==> config.mk <==
export PLATFORM = sky130hd
export DESIGN_NAME = pipe_hazard_unit_flat
export DESIGN_NICKNAME = d
export VERILOG_FILES = /design/src/rtl/pipe_hazard_if.sv /design/src/rtl/pipe_hazard_unit.sv /design/src/flat_wrapper.sv
export SDC_FILE = /design/constraint.sdc
export NUM_CORES = 1
export LEC_CHECK = 0
export ABC_AREA = 1
export CELL_PAD_IN_SITES_DETAIL_PLACEMENT = 1
export CELL_PAD_IN_SITES_GLOBAL_PLACEMENT = 1
export CORE_MARGIN = 2
export CORE_UTILIZATION = 25
export DETAILED_ROUTE_END_ITERATION = 10
export PLACE_DENSITY_LB_ADDON = 0.1
export SYNTH_ARGS = -nofsm -noshare
export SYNTH_HDL_FRONTEND = slang
export SYNTH_SLANG_ARGS = --single-unit
==> constraint.sdc <==
create_clock -name clk -period 1.3 [get_ports clk]
set_input_delay 0.26 -clock clk [delete_from_list [all_inputs] [get_ports clk]]
set_output_delay 0.26 -clock clk [all_outputs]
set_load 0.1 [all_outputs]
==> src/rtl/pipe_hazard_if.sv <==
// Decode-side hazard interface: decode operand/destination info in, stall/flush/forward selects out.
interface pipe_hazard_if #(
    parameter int unsigned ADDR_W = 5,
    parameter int unsigned STAGES = 2
);
    logic              dec_valid;
    logic [ADDR_W-1:0] dec_rs1;
    logic [ADDR_W-1:0] dec_rs2;
    logic              dec_rs1_used;
    logic              dec_rs2_used;
    logic [ADDR_W-1:0] dec_rd;
    logic              dec_we;
    logic              dec_is_load;
    logic              br_taken;
    logic              stall;
    logic              flush;
    logic [STAGES-1:0] fwd_a_sel;
    logic [STAGES-1:0] fwd_b_sel;

    modport master (
        output dec_valid, dec_rs1, dec_rs2, dec_rs1_used, dec_rs2_used,
               dec_rd, dec_we, dec_is_load, br_taken,
        input  stall, flush, fwd_a_sel, fwd_b_sel
    );

    modport slave (
        input  dec_valid, dec_rs1, dec_rs2, dec_rs1_used, dec_rs2_used,
               dec_rd, dec_we, dec_is_load, br_taken,
        output stall, flush, fwd_a_sel, fwd_b_sel
    );
endinterface

==> src/rtl/pipe_hazard_unit.sv <==
// Scoreboard-based forwarding, load-use stall and branch flush control for decode.
// Optional stall counter enabled by defining HAZARD_STALL_CNT_EN.
module pipe_hazard_unit #(
    parameter int unsigned ADDR_W      = 5,
    parameter int unsigned STAGES      = 2,
    parameter int unsigned LOAD_STAGE  = 1,
    parameter int unsigned FLUSH_DEPTH = 1
) (
    input  logic                clk,
    input  logic                reset,
    pipe_hazard_if.slave        hz
`ifdef HAZARD_STALL_CNT_EN
    ,
    output logic [31:0]         stall_count
`endif
);
    localparam int unsigned FCNT_W = $clog2(FLUSH_DEPTH + 1);

    logic [STAGES-1:0]             valid_q, valid_d;
    logic [STAGES-1:0]             we_q, we_d;
    logic [STAGES-1:0]             ld_q, ld_d;
    logic [STAGES-1:0][ADDR_W-1:0] rd_q, rd_d;
    logic [FCNT_W-1:0]             fcnt_q, fcnt_d;

    logic [STAGES:0] src_a;
    logic [STAGES:0] src_b;
    logic            br_hon;
    logic            flush_c;
    logic            stall_c;

    // Youngest matching entry; MSB flags a load not yet forwardable, else one-hot select.
    function automatic logic [STAGES:0] find_src(
        input logic [ADDR_W-1:0]             s,
        input logic                          used,
        input logic [STAGES-1:0]             vld,
        input logic [STAGES-1:0]             we,
        input logic [STAGES-1:0]             ld,
        input logic [STAGES-1:0][ADDR_W-1:0] rd
    );
        logic [STAGES:0] res;
        logic            found;
        res   = '0;
        found = 1'b0;
        for (int unsigned k = 0; k < STAGES; k++) begin
            if (!found && vld[k] && we[k] && (rd[k] == s) && (s != '0) && used) begin
                found = 1'b1;
                if (ld[k] && (k < LOAD_STAGE)) res[STAGES] = 1'b1;
                else                            res[k]      = 1'b1;
            end
        end
        return res;
    endfunction

    always_comb begin
        src_a   = find_src(hz.dec_rs1, hz.dec_rs1_used, valid_q, we_q, ld_q, rd_q);
        src_b   = find_src(hz.dec_rs2, hz.dec_rs2_used, valid_q, we_q, ld_q, rd_q);
        br_hon  = hz.br_taken & valid_q[0] & (fcnt_q == '0);
        flush_c = br_hon | (fcnt_q != '0);
        stall_c = hz.dec_valid & (src_a[STAGES] | src_b[STAGES]) & ~flush_c;
    end

    assign hz.stall     = stall_c;
    assign hz.flush     = flush_c;
    assign hz.fwd_a_sel = src_a[STAGES-1:0];
    assign hz.fwd_b_sel = src_b[STAGES-1:0];

    // Scoreboard shift and flush window countdown.
    always_comb begin
        valid_d = valid_q;
        we_d    = we_q;
        ld_d    = ld_q;
        rd_d    = rd_q;
        fcnt_d  = fcnt_q;
        for (int k = int'(STAGES) - 1; k > 0; k--) begin
            valid_d[k] = valid_q[k-1];
            we_d[k]    = we_q[k-1];
            ld_d[k]    = ld_q[k-1];
            rd_d[k]    = rd_q[k-1];
        end
        valid_d[0] = hz.dec_valid & ~stall_c & ~flush_c;
        we_d[0]    = hz.dec_we;
        ld_d[0]    = hz.dec_is_load;
        rd_d[0]    = hz.dec_rd;
        if (br_hon)                fcnt_d = FCNT_W'(FLUSH_DEPTH - 1);
        else if (fcnt_q != '0)     fcnt_d = fcnt_q - FCNT_W'(1);
    end

    always_ff @(posedge clk) begin
        if (!reset) begin
            valid_q <= '0;
            we_q    <= '0;
            ld_q    <= '0;
            rd_q    <= '0;
            fcnt_q  <= '0;
        end else begin
            valid_q <= valid_d;
            we_q    <= we_d;
            ld_q    <= ld_d;
            rd_q    <= rd_d;
            fcnt_q  <= fcnt_d;
        end
    end

`ifdef HAZARD_STALL_CNT_EN
    logic [31:0] stall_count_q, stall_count_d;

    // Saturating count of stall cycles.
    always_comb begin
        stall_count_d = stall_count_q;
        if (stall_c && (stall_count_q != '1)) stall_count_d = stall_count_q + 32'd1;
    end

    always_ff @(posedge clk) begin
        if (!reset) stall_count_q <= '0;
        else        stall_count_q <= stall_count_d;
    end

    assign stall_count = stall_count_q;
`endif
endmodule
==> src/flat_wrapper.sv <==
// flat-port wrapper written by rule: the top's interface ports become plain ports
module pipe_hazard_unit_flat 
#(
    parameter int unsigned ADDR_W      = 5,
    parameter int unsigned STAGES      = 2,
    parameter int unsigned LOAD_STAGE  = 1,
    parameter int unsigned FLUSH_DEPTH = 1
)
  (clk, reset, hz_dec_valid, hz_dec_rs1, hz_dec_rs2, hz_dec_rs1_used, hz_dec_rs2_used, hz_dec_rd, hz_dec_we, hz_dec_is_load, hz_br_taken, hz_stall, hz_flush, hz_fwd_a_sel, hz_fwd_b_sel);
  pipe_hazard_if #(.ADDR_W(ADDR_W), .STAGES(STAGES)) hz_i ();
  input  logic clk;
  input  logic reset;
  input wire logic [$bits(hz_i.dec_valid)-1:0] hz_dec_valid;
  input wire logic [$bits(hz_i.dec_rs1)-1:0] hz_dec_rs1;
  input wire logic [$bits(hz_i.dec_rs2)-1:0] hz_dec_rs2;
  input wire logic [$bits(hz_i.dec_rs1_used)-1:0] hz_dec_rs1_used;
  input wire logic [$bits(hz_i.dec_rs2_used)-1:0] hz_dec_rs2_used;
  input wire logic [$bits(hz_i.dec_rd)-1:0] hz_dec_rd;
  input wire logic [$bits(hz_i.dec_we)-1:0] hz_dec_we;
  input wire logic [$bits(hz_i.dec_is_load)-1:0] hz_dec_is_load;
  input wire logic [$bits(hz_i.br_taken)-1:0] hz_br_taken;
  output wire logic [$bits(hz_i.stall)-1:0] hz_stall;
  output wire logic [$bits(hz_i.flush)-1:0] hz_flush;
  output wire logic [$bits(hz_i.fwd_a_sel)-1:0] hz_fwd_a_sel;
  output wire logic [$bits(hz_i.fwd_b_sel)-1:0] hz_fwd_b_sel;
  assign hz_i.dec_valid = hz_dec_valid;
  assign hz_i.dec_rs1 = hz_dec_rs1;
  assign hz_i.dec_rs2 = hz_dec_rs2;
  assign hz_i.dec_rs1_used = hz_dec_rs1_used;
  assign hz_i.dec_rs2_used = hz_dec_rs2_used;
  assign hz_i.dec_rd = hz_dec_rd;
  assign hz_i.dec_we = hz_dec_we;
  assign hz_i.dec_is_load = hz_dec_is_load;
  assign hz_i.br_taken = hz_br_taken;
  assign hz_stall = hz_i.stall;
  assign hz_flush = hz_i.flush;
  assign hz_fwd_a_sel = hz_i.fwd_a_sel;
  assign hz_fwd_b_sel = hz_i.fwd_b_sel;
  pipe_hazard_unit #(.ADDR_W(ADDR_W), .STAGES(STAGES), .LOAD_STAGE(LOAD_STAGE), .FLUSH_DEPTH(FLUSH_DEPTH)) u_core (.clk(clk), .reset(reset), .hz(hz_i));
endmodule
==> results of run 1 <==
## stage by stage
stage | std cells | total power, mW | hold WS [ps]
after floorplan | 125 | 0.661 | 353
after global placement | 216 | 0.808 | 419
after detailed placement | 216 | 0.815 | 435
after CTS | 225 | 1.16 | 458
after global routing | 226 | 1.23 | 476
final | 226 | 1.16 | 461
## area by class of cell
type / count / area, µm²
multi-input combinational: 84 / 588
fill: 409 / 1690
clock buffer: 4 / 36.3
tap: 46 / 57.6
sequential: 16 / 340
timing repair buffer: 52 / 512
inverter: 24 / 90.1
## power groups by stage
stage	sequential, mW	clock, mW	combinational (mW)
after floorplan	0.543	0	0.118
after global placement	0.545	0	0.262
after detailed placement	0.546	0	0.268
after CTS	0.537	0.356	0.272
after global routing	0.540	0.377	0.315
final	0.536	0.341	0.286
## cell usage after synthesis
| cell | n |
|---|---|
| clkbuf_1 | 1 |
| a21o_1 | 1 |
| xnor2_1 | 12 |
| and3_1 | 1 |
| nand2_2 | 3 |
| nor2_1 | 13 |
| a21oi_1 | 2 |
| xor2_1 | 3 |
| inv_1 | 19 |
| or2_1 | 1 |
| nor3_1 | 1 |
| nand4_1 | 2 |
| nor3_2 | 1 |
| nand2_1 | 35 |
| and2_4 | 1 |
| dfxtp_1 | 16 |
| a21oi_2 | 1 |
| nor2_2 | 2 |
| inv_2 | 5 |
| nand3_1 | 4 |
| conb_1 | 1 |
## path summary, 6_finish.rpt
path	from	to	slack [ps]	cells after the start
worst max-delay path	u_core.rd_d[5]	hz_fwd_b_sel[0]	-480	7
worst min-delay path	u_core.rd_d[6]	u_core.rd_q[6]	460	2
worst max register to register	u_core.rd_d[5]	u_core.valid_q[0]	-240	11
worst min register to register	u_core.rd_d[6]	u_core.rd_q[6]	460	2
## sequential cells by signal (all words and copies together) (netlist names)
| name | count |
|---|---|
| u_core.we_q | 2 |
| u_core.rd_d | 5 |
| u_core.valid_q | 2 |
| u_core.rd_q | 5 |
| u_core.fcnt_q | 1 |
| u_core.ld_q | 1 |
## layer usage
layer  vias up  GRT usage  part of all wire
met5         -          0                 0
met4         0     0.0333            0.0073
met3         2     0.0324             0.037
met2        17      0.233              0.51
met1       435      0.174              0.44
li1        476          -                 -
## what timing repair did
action                     CTS  global route
setup endpoints to repair    7             7
hold buffers                 0             0
pin swaps                   14            17
resized for setup           24            30
buffers inserted             5             1
## worst max-delay path, cell delays in order (launching register included)
cell and delay [ps]:
dfxtp_4 380, xnor2_2 120, nand2_1 90, nor2_2 120, nand2_2 100, buf_4 160, nor2_4 90, buf_12 180
## kinds of logic (layout without fill, tap and decap cells)
logic type / count (synthesis) / in the layout / synth area share
compound gates: 4 / 4 / 0.0307
flops: 16 / 16 / 0.374
buf+inv: 25 / 80 / 0.110
xor+xnor: 15 / 15 / 0.154
simple gates: 64 / 64 / 0.327
other cells: 1 / 1 / 0.00438
==> out/qor.yml, run 1 <==
num_vias: 930
netlist_area_um2: 856
track_usage: 0.137
area_growth_pct: 89.8
first_pass_iters: 3
fin_ws_ps: -482
final_common_cell: "nand2_1"
synth_top_cells_by_area: "dfxtp_1 (37%), nand2_1 (15%), xnor2_1 (12%)"
failed_checks: "negative setup slack"
viasPerCell: 4.12
max_cap_violations: 0
syn_avg_cell_area_um2: 6.85
grt_pass1_wl_mm: 4.20
cts_tree: "done"
initial_core_util: 0.259
clk_latency_ps: 290
htreeDepth: 1
routed_wl_mm: 2.45
skew_ps: 0.809
end_kind: "output port"
setup_viol: 7
drtIter0Drc: 11
stdcell_area_um2: 1620
crit_required_ps: 1040
gr-total-overflow: 0
antenna_found_initial: 0
hold_path.class: "flop to flop"
outcome: "finished with violations"
switching_share: 0.282
clkSinkCount: 16
cp_max_fo: 3
final_util: 0.491
tns_ps: -2740
grt_setup_unrepaired: "true"
ant_nets: 0
core_um2: 3310
fp.dieH_um: 62.5
layout_common_cells: "nand2_1 (30), buf_4 (20), inv_1 (18)"
crit_arrival_ps: 1520
dp_hpwl_mm: 2.02
synthCells: 125
power_frac_seq: 0.461
diodes: 0
cts_buffers: 3
placed_cell_area_um2: 1440
hold_viol: 0
grt_pass1_vias: 904
synth_cell_types: 21
clk_path_buf_depth: 2
ctsRootBufferMaster: "clkbuf_4"
placementRows: 21
drc: 0
ios: 29
dp_slack_ps: -690
syn-num-nets: 148
synth_top_area_cell: "dfxtp_1"
portBuffers: 28
p_clk_frac: 0.294
slew_violations: 0
wire_per_inst_um: 10.8
grt_max_degree: 10
final.min_clock_period_ps: 1780
synth_top_area_share: 0.374
timing.final.crit_share: 1.37
drive_above_1_share: 0.472
max_freq_mhz: 561
p_int_mw: 0.836
power_density_nw_per_um2: 716
clk_pin_slew_ps: 100
switchingPower_mw: 0.327
ys_warn_count: 0
crit_path_start_kind: "flop"
die_w_um: 62.5
combinationalPowerShare: 0.246
die-area_um2: 3910
vdd_drop_max_mv: 0.372
crit_type: "flop to output port"
synth-seq-area-share: 0.374
leakage_nw: 0.820
synth_seq_cells: 16
final_nets: 204
gp_congestion: 0.788
Power figures use the tool's default switching activity.
==> inputs of run 2 (changes only) <==
--- a/config.mk
+++ b/config.mk
@@ -5,7 +5,6 @@
 export SDC_FILE = /design/constraint.sdc
 export NUM_CORES = 1
 export LEC_CHECK = 0
-export ABC_AREA = 1
 export CELL_PAD_IN_SITES_DETAIL_PLACEMENT = 1
 export CELL_PAD_IN_SITES_GLOBAL_PLACEMENT = 1
 export CORE_MARGIN = 2
==> run 2 against run 1 <==
The flow finishes with violations (design-rule violations, negative setup slack). First-iteration DRC count down 27%. Sequential cell count is the same. Synthesized cell count fell by 39%. Clock-buffer cell count down 1. Critical path depth unchanged. Die area decreased by 12%. Combinational power rose by 7.0%. Cell count fell by 25%. Fmax decreased by 12%. Sequential share of layout area rose by 0.29 points. Total power fell by 7.2%. Clock power down 31%.
==> out/qor.yml, run 2 <==
outcome: "finished with violations"  # unchanged
failed_checks: "design-rule violations, negative setup slack"  # was negative setup slack
combinationalPowerShare: 0.284  # was 0.246
cpPeakStageDelay_ps: 390  # was 380 ps
rrSetupSlack_ps: -210  # was -240 ps
power_density_nw_per_um2: 672  # was 716 nW/µm²
max_freq_mhz: 497  # was 561 MHz
slew_violations: 0  # unchanged
clkSinkCount: 16  # unchanged
power_frac_seq: 0.500  # was 0.461
placed_cell_area_um2: 1410  # was 1440 µm²
final_common_cell: "buf_4"  # was nand2_1
tns_ps: -3550  # was -2740 ps
final_nets: 164  # was 204
cp_top_family: "simple AND/OR/NAND/NOR gates"  # unchanged
ys_warn_count: 0  # unchanged
gr-total-overflow: 0  # unchanged
drive_above_1_share: 0.590  # was 0.472
die-area_um2: 3450  # was 3910 µm²
cp_num_cells: 7  # unchanged
synth-seq-area-share: 0.427  # was 0.374
fin_ws_ps: -714  # was -482 ps
hold_path.class: "flop to flop"  # unchanged
wire_per_inst_um: 14.0  # was 10.8 µm
placedCellCount: 159  # was 216
crit_arrival_ps: 1750  # was 1520 ps
end_kind: "output port"  # unchanged
ys_async_sr_fraction: 0  # unchanged
synth_top_area_cell: "dfxtp_1"  # unchanged
synthTopCellsByCount: "dfxtp_1 (16), and2_1 (14), xnor2_1 (12), xor2_1 (8)"  # was nand2_1 (35), inv_1 (19), dfxtp_1 (16), nor2_1 (13), xnor2_1 (12)
hold_viol: 0  # unchanged
synth_fa_ha_area_frac: 0  # unchanged
timing.rr.end: "u_core.valid_q[0]"  # unchanged
diodes: 0  # unchanged
drc: 3  # was 0
synth_cell_types: 21  # unchanged
ctsRootBufferMaster: "clkbuf_4"  # unchanged
area_growth_pct: 115  # was 89.8%
core_um2: 2810  # was 3310 µm²
routed_wl_mm: 2.37  # was 2.45 mm
synth_top_cells_by_area: "dfxtp_1 (43%), xnor2_1 (14%), and2_1 (12%)"  # was dfxtp_1 (37%), nand2_1 (15%), xnor2_1 (12%)
hold_buffers: 0  # unchanged
setup.worst_path.start: "u_core.rd_d[9]"  # was u_core.rd_d[5]
cts_buffers: 3  # unchanged
crit_type: "flop to output port"  # unchanged
cts_tree: "done"  # unchanged
worstPathCellList: "xnor2_2 > nand4_1 > buf_4 > nor3_4 > o21ai_2 > nor2_4 > buf_12"  # was xnor2_2 > nand2_1 > nor2_2 > nand2_2 > buf_4 > nor2_4 > buf_12
grt_max_degree: 9  # was 10
max_cap_violations: 0  # unchanged
multiInputGateArea_um2: 601  # was 588 µm²
layout_common_cells: "buf_4 (22), and2_1 (14), buf_6 (11)"  # was nand2_1 (30), buf_4 (20), inv_1 (18)
r2r_cells: 6  # was 11
initial_core_util: 0.267  # was 0.259
switching_share: 0.259  # was 0.282
htreeDepth: 1  # unchanged
syn-num-nets: 99  # was 148
yosys.area_share.simple: 0.277  # was 0.327
grt_setup_unrepaired: "true"  # unchanged
synth_top_flop_cell: "dfxtp_1"  # unchanged
grt_pass1_wl_mm: 3.96  # was 4.20 mm
ios: 29  # unchanged
stdcell_area_um2: 1610  # was 1620 µm²
muxShareOfSynthArea: 0  # unchanged
setup_viol: 7  # unchanged
r2r_start: "u_core.rd_d[9]"  # was u_core.rd_d[5]
drtIter0Drc: 8  # was 11
p_int_mw: 0.800  # was 0.836 mW
final.min_clock_period_ps: 2010  # was 1780 ps
synth_edf_count: 0  # unchanged
crit_required_ps: 1040  # about the same
synth_top_area_share: 0.427  # was 0.374
timing.final.crit_share: 1.55  # was 1.37
leakage_nw: 0.663  # was 0.820 nW
syn_avg_cell_area_um2: 9.86  # was 6.85 µm²
antenna_found_initial: 0  # unchanged
yosysMostFrequentCell: "dfxtp_1"  # was nand2_1
num_vias: 757  # was 930
switchingPower_mw: 0.279  # was 0.327 mW
dp_hpwl_mm: 1.86  # was 2.02 mm
portBuffers: 28  # unchanged
crit_slowest_cell: "dfxtp_2"  # was dfxtp_4
synth_seq_cells: 16  # unchanged
first_pass_iters: 7  # was 3
critPathCapture: "hz_stall"  # was hz_fwd_b_sel[0]
placementRows: 19  # was 21
viasPerCell: 4.45  # was 4.12
skew_ps: 1.83  # was 0.809 ps
track_usage: 0.156  # was 0.137
clk_latency_ps: 270  # was 290 ps
synth_top_family_by_area: "simple AND/OR/NAND/NOR gates"  # unchanged
synthCells: 76  # was 125
ant_nets: 0  # unchanged
n_fill_cell: 307  # was 409
die_w_um: 58.8  # was 62.5 µm
clk_path_buf_depth: 2  # unchanged
fp.dieH_um: 58.8  # was 62.5 µm
synthXorXnorAreaFrac: 0.234  # was 0.154
clk_pin_slew_ps: 80  # was 100 ps
synth_compound_area_frac: 0.0467  # was 0.0307
stdcell_count: 170  # was 226
gp_congestion: 0.719  # was 0.788
dp_slack_ps: -993  # was -690 ps
netlist_area_um2: 749  # was 856 µm²
crit_path_start_kind: "flop"  # unchanged
grt_pass1_vias: 850  # was 904
cp.buffers_inverters: 2  # unchanged
seqCellArea_um2: 342  # was 340 µm²
cp_max_fo: 3  # unchanged
p_clk_frac: 0.217  # was 0.294
vdd_drop_max_mv: 0.505  # was 0.372 mV
[run 2: worst min-delay path by stage]
stage / slack, ps / depth (start not counted) / endpoint / startpoint
global placement: 480 / 1 / u_core.rd_q[7] / u_core.rd_d[7]
finish: 510 / 1 / u_core.rd_q[6] / u_core.rd_d[6]
global route: 530 / 1 / u_core.valid_q[1] / u_core.valid_q[0]
floorplan: 380 / 1 / u_core.rd_d[8] / hz_dec_rd[3]
detailed placement: 500 / 1 / u_core.rd_q[5] / u_core.rd_d[5]
CTS: 510 / 1 / u_core.valid_q[1] / u_core.valid_q[0]
[run 2: cell type report]
class	instances	share of cell area
tap	31	0.0241
timing repair buffer	61	0.372
multi-input combinational	58	0.374
inverter	1	0.00389
sequential	16	0.212
clock buffer	3	0.0140
[run 2: power groups by stage]
stage / Combinational (mW) / Clock [mW] / Sequential, mW
finish: 0.306 / 0.234 / 0.539
global route: 0.332 / 0.279 / 0.543
CTS: 0.292 / 0.247 / 0.540
detailed placement: 0.262 / 0 / 0.550
global placement: 0.255 / 0 / 0.548
floorplan: 0.103 / 0 / 0.543
[run 2: worst register-to-register path: cells and delay by family (launching register included)]
kind / cells / cell delay (ps)
simple gates: 3 / 600
flops: 1 / 390
buf+inv: 1 / 200
xor+xnor: 1 / 120
compound gates: 1 / 100
[run 2: stage by stage]
stage / hold WS (ps) / util / power [mW]
6_report: 509 / 0.573 / 1.08
5_1_grt: 530 / 0.573 / 1.15
4_1_cts: 506 / 0.554 / 1.08
3_5_place_dp: 495 / 0.501 / 0.812
3_3_place_gp: 477 / 0.501 / 0.803
2_1_floorplan: 382 / - / 0.646
[run 2: logic make-up (layout without fill, tap and decap cells)]
| family | count (synthesis) | in the layout |
|---|---|---|
| AOI/OAI and AO/OA | 4 | 4 |
| xor gates and xnor gates | 20 | 20 |
| buffers and inverters | 2 | 65 |
| DFF | 16 | 16 |
| other | 1 | 1 |
| and+or+nand+nor | 33 | 33 |
[run 2: timing repair]
action                     in CTS  in global routing
resized for setup              55                 13
pin swaps                      20                 12
setup endpoints to repair       7                  7
setup buffers                   9                  2
[run 2: metal layers]
metal / GRT usage / vias to the layer above / routed length (µm)
li1: - / 384 / -
met1: 0.183 / 354 / 958
met2: 0.290 / 17 / 1290
met3: 0.0220 / 2 / 111
met4: 0.0487 / 0 / 16
met5: 0 / - / 0
==> inputs of run 3 (changes only) <==
--- a/config.mk
+++ b/config.mk
@@ -10,6 +10,7 @@
 export CORE_MARGIN = 2
 export CORE_UTILIZATION = 25
 export DETAILED_ROUTE_END_ITERATION = 10
+export HOLD_SLACK_MARGIN = 0.08
 export PLACE_DENSITY_LB_ADDON = 0.1
 export SYNTH_ARGS = -nofsm -noshare
 export SYNTH_HDL_FRONTEND = slang
==> results of run 3 <==
No change in the layout: final DEF, timing and power equal those of run 2.
